## src/rtl/rc5_pkg.sv

```systemverilog
//------------------------------------------------------------------------------
// rc5_pkg
// Shared RC5 key-schedule types: magic constants, FSM states, word rotate.
// Revision: 1.0
//------------------------------------------------------------------------------
`default_nettype none

package rc5_pkg;

    typedef enum logic [2:0] {
        IDLE   = 3'd0,
        LOAD_L = 3'd1,
        INIT_S = 3'd2,
        MIX    = 3'd3,
        DONE   = 3'd4
    } state_t;

    function automatic logic [63:0] pw(input int w);
        case (w)
            16:      return 64'h0000_0000_0000_B7E1;
            64:      return 64'hB7E1_5162_8AED_2A6B;
            default: return 64'h0000_0000_B7E1_5163;
        endcase
    endfunction

    function automatic logic [63:0] qw(input int w);
        case (w)
            16:      return 64'h0000_0000_0000_9E37;
            64:      return 64'h9E37_79B9_7F4A_7C15;
            default: return 64'h0000_0000_9E37_79B9;
        endcase
    endfunction

    // Rotate the low w bits of x left by amt (amt < w); bits above w are zero.
    function automatic logic [63:0] rotl(input logic [63:0] x, input int amt, input int w);
        logic [63:0] m;
        logic [63:0] xm;
        m  = (w >= 64) ? 64'hFFFF_FFFF_FFFF_FFFF : ((64'd1 << w) - 64'd1);
        xm = x & m;
        return ((xm << amt) | (xm >> (w - amt))) & m;
    endfunction

endpackage

`default_nettype wire

```

## src/rtl/rc5_mix_step.sv

```systemverilog
//------------------------------------------------------------------------------
// rc5_mix_step
// One combinational A/B mixing iteration of the RC5 key schedule.
// Revision: 1.0
//------------------------------------------------------------------------------
`default_nettype none

module rc5_mix_step
    import rc5_pkg::*;
#(
    parameter int W = 32
) (
    input  logic [W-1:0] i_s,
    input  logic [W-1:0] i_l,
    input  logic [W-1:0] i_a,
    input  logic [W-1:0] i_b,
    output logic [W-1:0] o_a,
    output logic [W-1:0] o_b
);

    localparam int c_rw = $clog2(W);

    logic [W-1:0] w_a_sum;
    logic [W-1:0] w_ab;
    logic [W-1:0] w_b_sum;

    always_comb begin
        w_a_sum = i_s + i_a + i_b;
        o_a     = W'(rotl(64'(w_a_sum), 3, W));
        w_ab    = o_a + i_b;
        w_b_sum = i_l + w_ab;
        // Data-dependent rotate uses only the low log2(W) bits of A'+B.
        o_b     = W'(rotl(64'(w_b_sum), int'(w_ab[c_rw-1:0]), W));
    end

endmodule

`default_nettype wire

```

## src/rtl/rc5_key_mixer.sv

```systemverilog
//------------------------------------------------------------------------------
// rc5_key_mixer
// Loads C key words into L, fills S from Pw/Qw, runs the 3*max(T,C) mixing
// pass and holds S for random-access reads. KEY_ZEROIZE_EN adds a zeroize port.
// Revision: 1.0
//------------------------------------------------------------------------------
`default_nettype none

module rc5_key_mixer
    import rc5_pkg::*;
#(
    parameter int W = 32,
    parameter int T = 26,
    parameter int C = 4,
    parameter int U = 4
) (
    input  logic                 clk,
    input  logic                 rst,
    input  logic                 start,
    input  logic                 l_valid,
    input  logic [W-1:0]         l_word,
    output logic                 l_ready,
    input  logic [$clog2(T)-1:0] s_rd_addr,
    output logic [W-1:0]         s_rd_data,
    output logic                 busy,
    output logic                 done
`ifdef KEY_ZEROIZE_EN
    ,
    input  logic                 zeroize
`endif
);

    localparam int c_aw_t  = $clog2(T);
    localparam int c_aw_c  = (C > 1) ? $clog2(C) : 1;
    localparam int c_iters = 3 * ((T > C) ? T : C);
    localparam int c_cw    = $clog2(c_iters);

    localparam logic [c_aw_t-1:0] c_t_last   = c_aw_t'(T - 1);
    localparam logic [c_aw_c-1:0] c_c_last   = c_aw_c'(C - 1);
    localparam logic [c_cw-1:0]   c_cnt_last = c_cw'(c_iters - 1);
    localparam logic [W-1:0]      c_pw       = W'(pw(W));
    localparam logic [W-1:0]      c_qw       = W'(qw(W));

    if (U * 8 != W || !(W == 16 || W == 32 || W == 64) || T < 2 || C < 1) begin : g_bad_param
        $error("rc5_key_mixer: inconsistent W/U/T/C parameters");
    end

    state_t            state_q, state_d;
    logic [c_aw_c-1:0] k_q, k_d;
    logic [c_aw_t-1:0] i_q, i_d;
    logic [c_aw_c-1:0] j_q, j_d;
    logic [c_cw-1:0]   cnt_q, cnt_d;
    logic [W-1:0]      a_q, a_d;
    logic [W-1:0]      b_q, b_d;
    logic [W-1:0]      s_q [T];
    logic [W-1:0]      s_d [T];
    logic [W-1:0]      l_q [C];
    logic [W-1:0]      l_d [C];

    logic [W-1:0]      w_a_new;
    logic [W-1:0]      w_b_new;
    logic [c_aw_t-1:0] w_prev;

    rc5_mix_step #(.W(W)) u_mix (
        .i_s (s_q[i_q]),
        .i_l (l_q[j_q]),
        .i_a (a_q),
        .i_b (b_q),
        .o_a (w_a_new),
        .o_b (w_b_new)
    );

    assign w_prev    = (i_q == '0) ? '0 : i_q - c_aw_t'(1);
    assign l_ready   = (state_q == LOAD_L);
    assign busy      = (state_q == LOAD_L) || (state_q == INIT_S) || (state_q == MIX);
    assign done      = (state_q == DONE);
    assign s_rd_data = (state_q == DONE && s_rd_addr <= c_t_last) ? s_q[s_rd_addr] : '0;

    always_comb begin
        state_d = state_q;
        k_d     = k_q;
        i_d     = i_q;
        j_d     = j_q;
        cnt_d   = cnt_q;
        a_d     = a_q;
        b_d     = b_q;
        s_d     = s_q;
        l_d     = l_q;

        unique case (state_q)
            IDLE, DONE: begin
                if (start) begin
                    state_d = LOAD_L;
                    l_d     = '{default: '0};
                    k_d     = '0;
                    i_d     = '0;
                    j_d     = '0;
                    cnt_d   = '0;
                    a_d     = '0;
                    b_d     = '0;
                end
            end
            LOAD_L: begin
                if (l_valid) begin
                    l_d[k_q] = l_word;
                    if (k_q == c_c_last) begin
                        k_d     = '0;
                        i_d     = '0;
                        state_d = INIT_S;
                    end else begin
                        k_d = k_q + c_aw_c'(1);
                    end
                end
            end
            INIT_S: begin
                s_d[i_q] = (i_q == '0) ? c_pw : s_q[w_prev] + c_qw;
                if (i_q == c_t_last) begin
                    i_d     = '0;
                    j_d     = '0;
                    a_d     = '0;
                    b_d     = '0;
                    cnt_d   = '0;
                    state_d = MIX;
                end else begin
                    i_d = i_q + c_aw_t'(1);
                end
            end
            MIX: begin
                s_d[i_q] = w_a_new;
                l_d[j_q] = w_b_new;
                a_d      = w_a_new;
                b_d      = w_b_new;
                i_d      = (i_q == c_t_last) ? '0 : i_q + c_aw_t'(1);
                j_d      = (j_q == c_c_last) ? '0 : j_q + c_aw_c'(1);
                if (cnt_q == c_cnt_last) begin
                    cnt_d   = '0;
                    state_d = DONE;
                end else begin
                    cnt_d = cnt_q + c_cw'(1);
                end
            end
            default: state_d = IDLE;
        endcase

`ifdef KEY_ZEROIZE_EN
        // Zeroize outranks start and any in-flight expansion.
        if (zeroize) begin
            state_d = IDLE;
            k_d     = '0;
            i_d     = '0;
            j_d     = '0;
            cnt_d   = '0;
            a_d     = '0;
            b_d     = '0;
            s_d     = '{default: '0};
            l_d     = '{default: '0};
        end
`endif
    end

    always_ff @(posedge clk or posedge rst) begin
        if (rst) begin
            state_q <= IDLE;
            k_q     <= '0;
            i_q     <= '0;
            j_q     <= '0;
            cnt_q   <= '0;
            a_q     <= '0;
            b_q     <= '0;
            s_q     <= '{default: '0};
            l_q     <= '{default: '0};
        end else begin
            state_q <= state_d;
            k_q     <= k_d;
            i_q     <= i_d;
            j_q     <= j_d;
            cnt_q   <= cnt_d;
            a_q     <= a_d;
            b_q     <= b_d;
            s_q     <= s_d;
            l_q     <= l_d;
        end
    end

endmodule

`default_nettype wire

```

## config.mk

```make
export PLATFORM = sky130hd
export DESIGN_NAME = rc5_key_mixer
export DESIGN_NICKNAME = d
export VERILOG_FILES = /design/src/rtl/rc5_pkg.sv /design/src/rtl/rc5_mix_step.sv /design/src/rtl/rc5_key_mixer.sv
export SDC_FILE = /design/constraint.sdc
export NUM_CORES = 2
export LEC_CHECK = 0
export CAP_MARGIN = 20
export CORE_MARGIN = 10
export CORE_UTILIZATION = 57
export CTS_BUF_LIST = sky130_fd_sc_hd__clkbuf_16
export CTS_CLUSTER_SIZE = 10
export DETAILED_ROUTE_END_ITERATION = 10
export PLACE_DENSITY = 0.7
export SLEW_MARGIN = 20
export SYNTH_ARGS = -nofsm -noshare
export SYNTH_HDL_FRONTEND = slang
export SYNTH_SLANG_ARGS = --single-unit
```

## constraint.sdc

```tcl
create_clock -name clk -period 59.5 [get_ports clk]
set_input_delay 11.9 -clock clk [delete_from_list [all_inputs] [get_ports clk]]
set_output_delay 11.9 -clock clk [all_outputs]
set_load 0.01 [all_outputs]
```

==> flow_summary_export.csv <==
group,metric,value,unit
cts,cts_tree,"built",
detailed_routing,drc_errors,0,
layout,design_area,0.07750,sq mm
worst_setup_path,endpoint_kind,"primary output",
yosys,synth_area,0.07193,sq mm
cts,cts_sinks,1043,
floorplan,core,0.1254,sq mm
global_routing,globalRouteOverflowTotal,0,
floorplan,die_area,0.1408,sq mm
global_routing,grt_max_degree,185,
timing,rsz0062_at_grt,"false",
place,routabilityCongestion,1.033,
cts,htreeDepth,3,
floorplan,rows,130,
yosys,ys_seq_elements,1043,
place,detailedPlacementHpwl,197600,um
outcome,status,"finished clean",
worst_setup_path,cpMaxStageDelayCell,"a2111oi_0",
cts,post_cts_buffers,0,
worst_setup_path,max_stage_delay,0.99,ns
worst_setup_path,critPathMaxFanout,16,
global_routing,grt_pass1_wl,443500,um
yosys,ys_seq_area_share,36.29,%
detailed_routing,avgViaCountPerCell,7.653,
place,placed_area,0.07392,sq mm
cts,ctsHoldBuffers,0,
detailed_routing,vias,68110,
min_path,hold_path.class,"reg -> reg",
detailed_routing,ant_nets,0,
detailed_routing,wl,306200,um
global_routing,grt_use_total,42.32,%
yosys,syn_area_per_cell,9.656,sq um
global_routing,grt_pass1_vias,63610,
place,io_buffers,75,
cts,tritoncts.num_buffers,121,
worst_setup_path,crit_arrival,16.70,ns
timing,clock_skew,0.06093,ns
floorplan,start_util,57.36,%
worst_setup_path,ff2ff_path_depth,43,
timing,finalHoldViolations,0,
cts,clkTransAtPathRegs,0.05,ns
layout,drive_gt1_share,16.15,%
timing,fin_crit,28.60,ns
timing,setup_viol,0,
layout,area_delta_synth_final,7.749,%
yosys,post-synth-top-area-fraction,36.29,%
timing,slew_viol_final,0,
floorplan,die_w,375.2,um
yosys,ys_types,106,
cts,clockBufferDepth,3,
worst_setup_path,path_class,"in -> out",
timing,tns,0,ns
global_routing,antenna_found_initial,25,
timing,max_slew_margin,15.75,%
yosys,syn_inst,7449,
yosys,synthesis.nets,7632,
yosys,ys.flop_type,"dfrtp_1",
layout,num-nets-final,7358,
floorplan,ios,76,
detailed_routing,drt_first_pass_iters,10,
worst_setup_path,crit_top_cell,"clkdlybuf4s50_1",
yosys,synth_most_common_cell,"nand2_1",
yosys,synth_top_cell_by_area,"dfrtp_1",
detailed_routing,wl_per_cell,34.41,um
worst_setup_path,worstPathCellList,"clkdlybuf4s50_1, clkinv_2, nand2_1, buf_4, a211oi_1, a2111oi_0, clkdlybuf4s50_1",
timing,worstMarginPinSlew,1.262,ns
yosys,ys_warn_count,0,
yosys,async_reset_ff_share,100.0,%
timing,fmax,34.97,MHz
job,cap_violations,0,
worst_setup_path,crit_required,47.60,ns
timing,finalCritPeriodShare,48.06,%
floorplan,die_h,375.2,um
worst_setup_path,crit_path_start_kind,"primary input",
cts,insertion_delay,0.81,ns
cts,cts-resized-gates,0,
min_path,holdPathStages,2,
cts,root_buffer,"clkbuf_16",
detailed_routing,dr.first_iter.drc_count,11610,
timing,whs,0.4757,ns
yosys,synth-edff-count,0,
yosys,ys_top_cells_by_count,"nand2_1 (1247), dfrtp_1 (1043), o21ai_0 (857)",
yosys,synth_area_leaders,"dfrtp_1 (36%), mux4_2 (15%), nand2_1 (6.5%)",
[logic make-up (layout without fill, tap and decap cells)]
group | count (synthesis) | in the layout | share of synthesized area [%]
and+or+nand+nor | 2164 | 2164 | 13.00
DFF | 1043 | 1043 | 36.29
muxes | 944 | 944 | 21.64
xor gates and xnor gates | 105 | 105 | 1.318
adders and majority gates | 142 | 142 | 2.825
other | 0 | 22 | 0
AOI/OAI and AO/OA | 2295 | 2295 | 20.46
buffers and inverters | 756 | 534 | 4.470
[state kept, by name (all words and copies together) (netlist names)]
register and count:
s_q 832, state_q 3, l_q 128, k_q 2, j_q 2, b_q 32, a_q 32, cnt_q 7
i_q 5
[layout by cell type (no fill, tap or decap), drive strengths merged, types with 46 or more instances in the layout]
master and n:
nand2 1251, dfrtp 1043, o21ai 908, mux4 471
a21oi 372, nor2 356, mux2i 296, buf 209
mux2 177, a22oi 157, nand3 146, clkbuf 125
ha 108, inv 103, a211oi 91, xnor2 79
nor3 77, clkdlybuf4s50 72, a21o 67, a221oi 65
and3 60, o221ai 56, o22ai 55, o31ai 54
o211ai 51, a22o 46
[metal layers]
| metal | up-vias | wire (um) | part of all wire, % | GRT usage (%) |
|---|---|---|---|---|
| met2 | 6089 | 124100 | 41 | 58.18 |
| met4 | 22 | 26000 | 8.5 | 28.64 |
| met3 | 1539 | 48470 | 16 | 18.19 |
| met5 | - | 372 | 0.12 | 0.9259 |
| li1 | 27360 | - | - | - |
| met1 | 33100 | 107200 | 35 | 53.60 |
[worst max-delay path: cells and delay by family]
kind	cells	cell delay, ns
buffers and inverters	4	2.81
AOI/OAI and AO/OA	2	1.10
and+or+nand+nor	1	0.86
[path summary, 6_finish.rpt]
path | to | from | slack, ns
worst max-delay path | s_rd_data[6] | s_rd_addr[3] | 30.90
worst min-delay path | a_q[18] | a_q[18] | 0.48
worst max register to register | b_q[18] | i_q[0] | 43.35
worst min register to register | a_q[18] | a_q[18] | 0.48
max in group asynchronous | s_q[112] | rst | 43.83
min in group asynchronous | s_q[278] | rst | 11.70
[stage by stage]
stage / std cells / setup WS [ns] / util, %
floorplan: 7449 / 18.24 / -
detailed placement: 8700 / 31.47 / 58.95
CTS: 8875 / 31.42 / 61.67
finish: 8899 / 30.90 / 61.80
global placement: 8698 / 31.44 / 58.92
global route: 8878 / 31.14 / 61.76
[area by class of cell]
cell class | instances | area [sq um]
repair buffers | 282 | 2414
flip-flops and latches | 1043 | 26120
fillers | 10310 | 47900
well taps | 1650 | 2064
diodes | 22 | 55.05
multi-input cells | 5650 | 43150
clock inverters | 51 | 306.5
inverters | 77 | 300.3
clock buffers | 124 | 3103
Power is left out: the tool's default activity adds up to more than one toggle a clock period on the data nets, which glitch-free logic cannot reach.
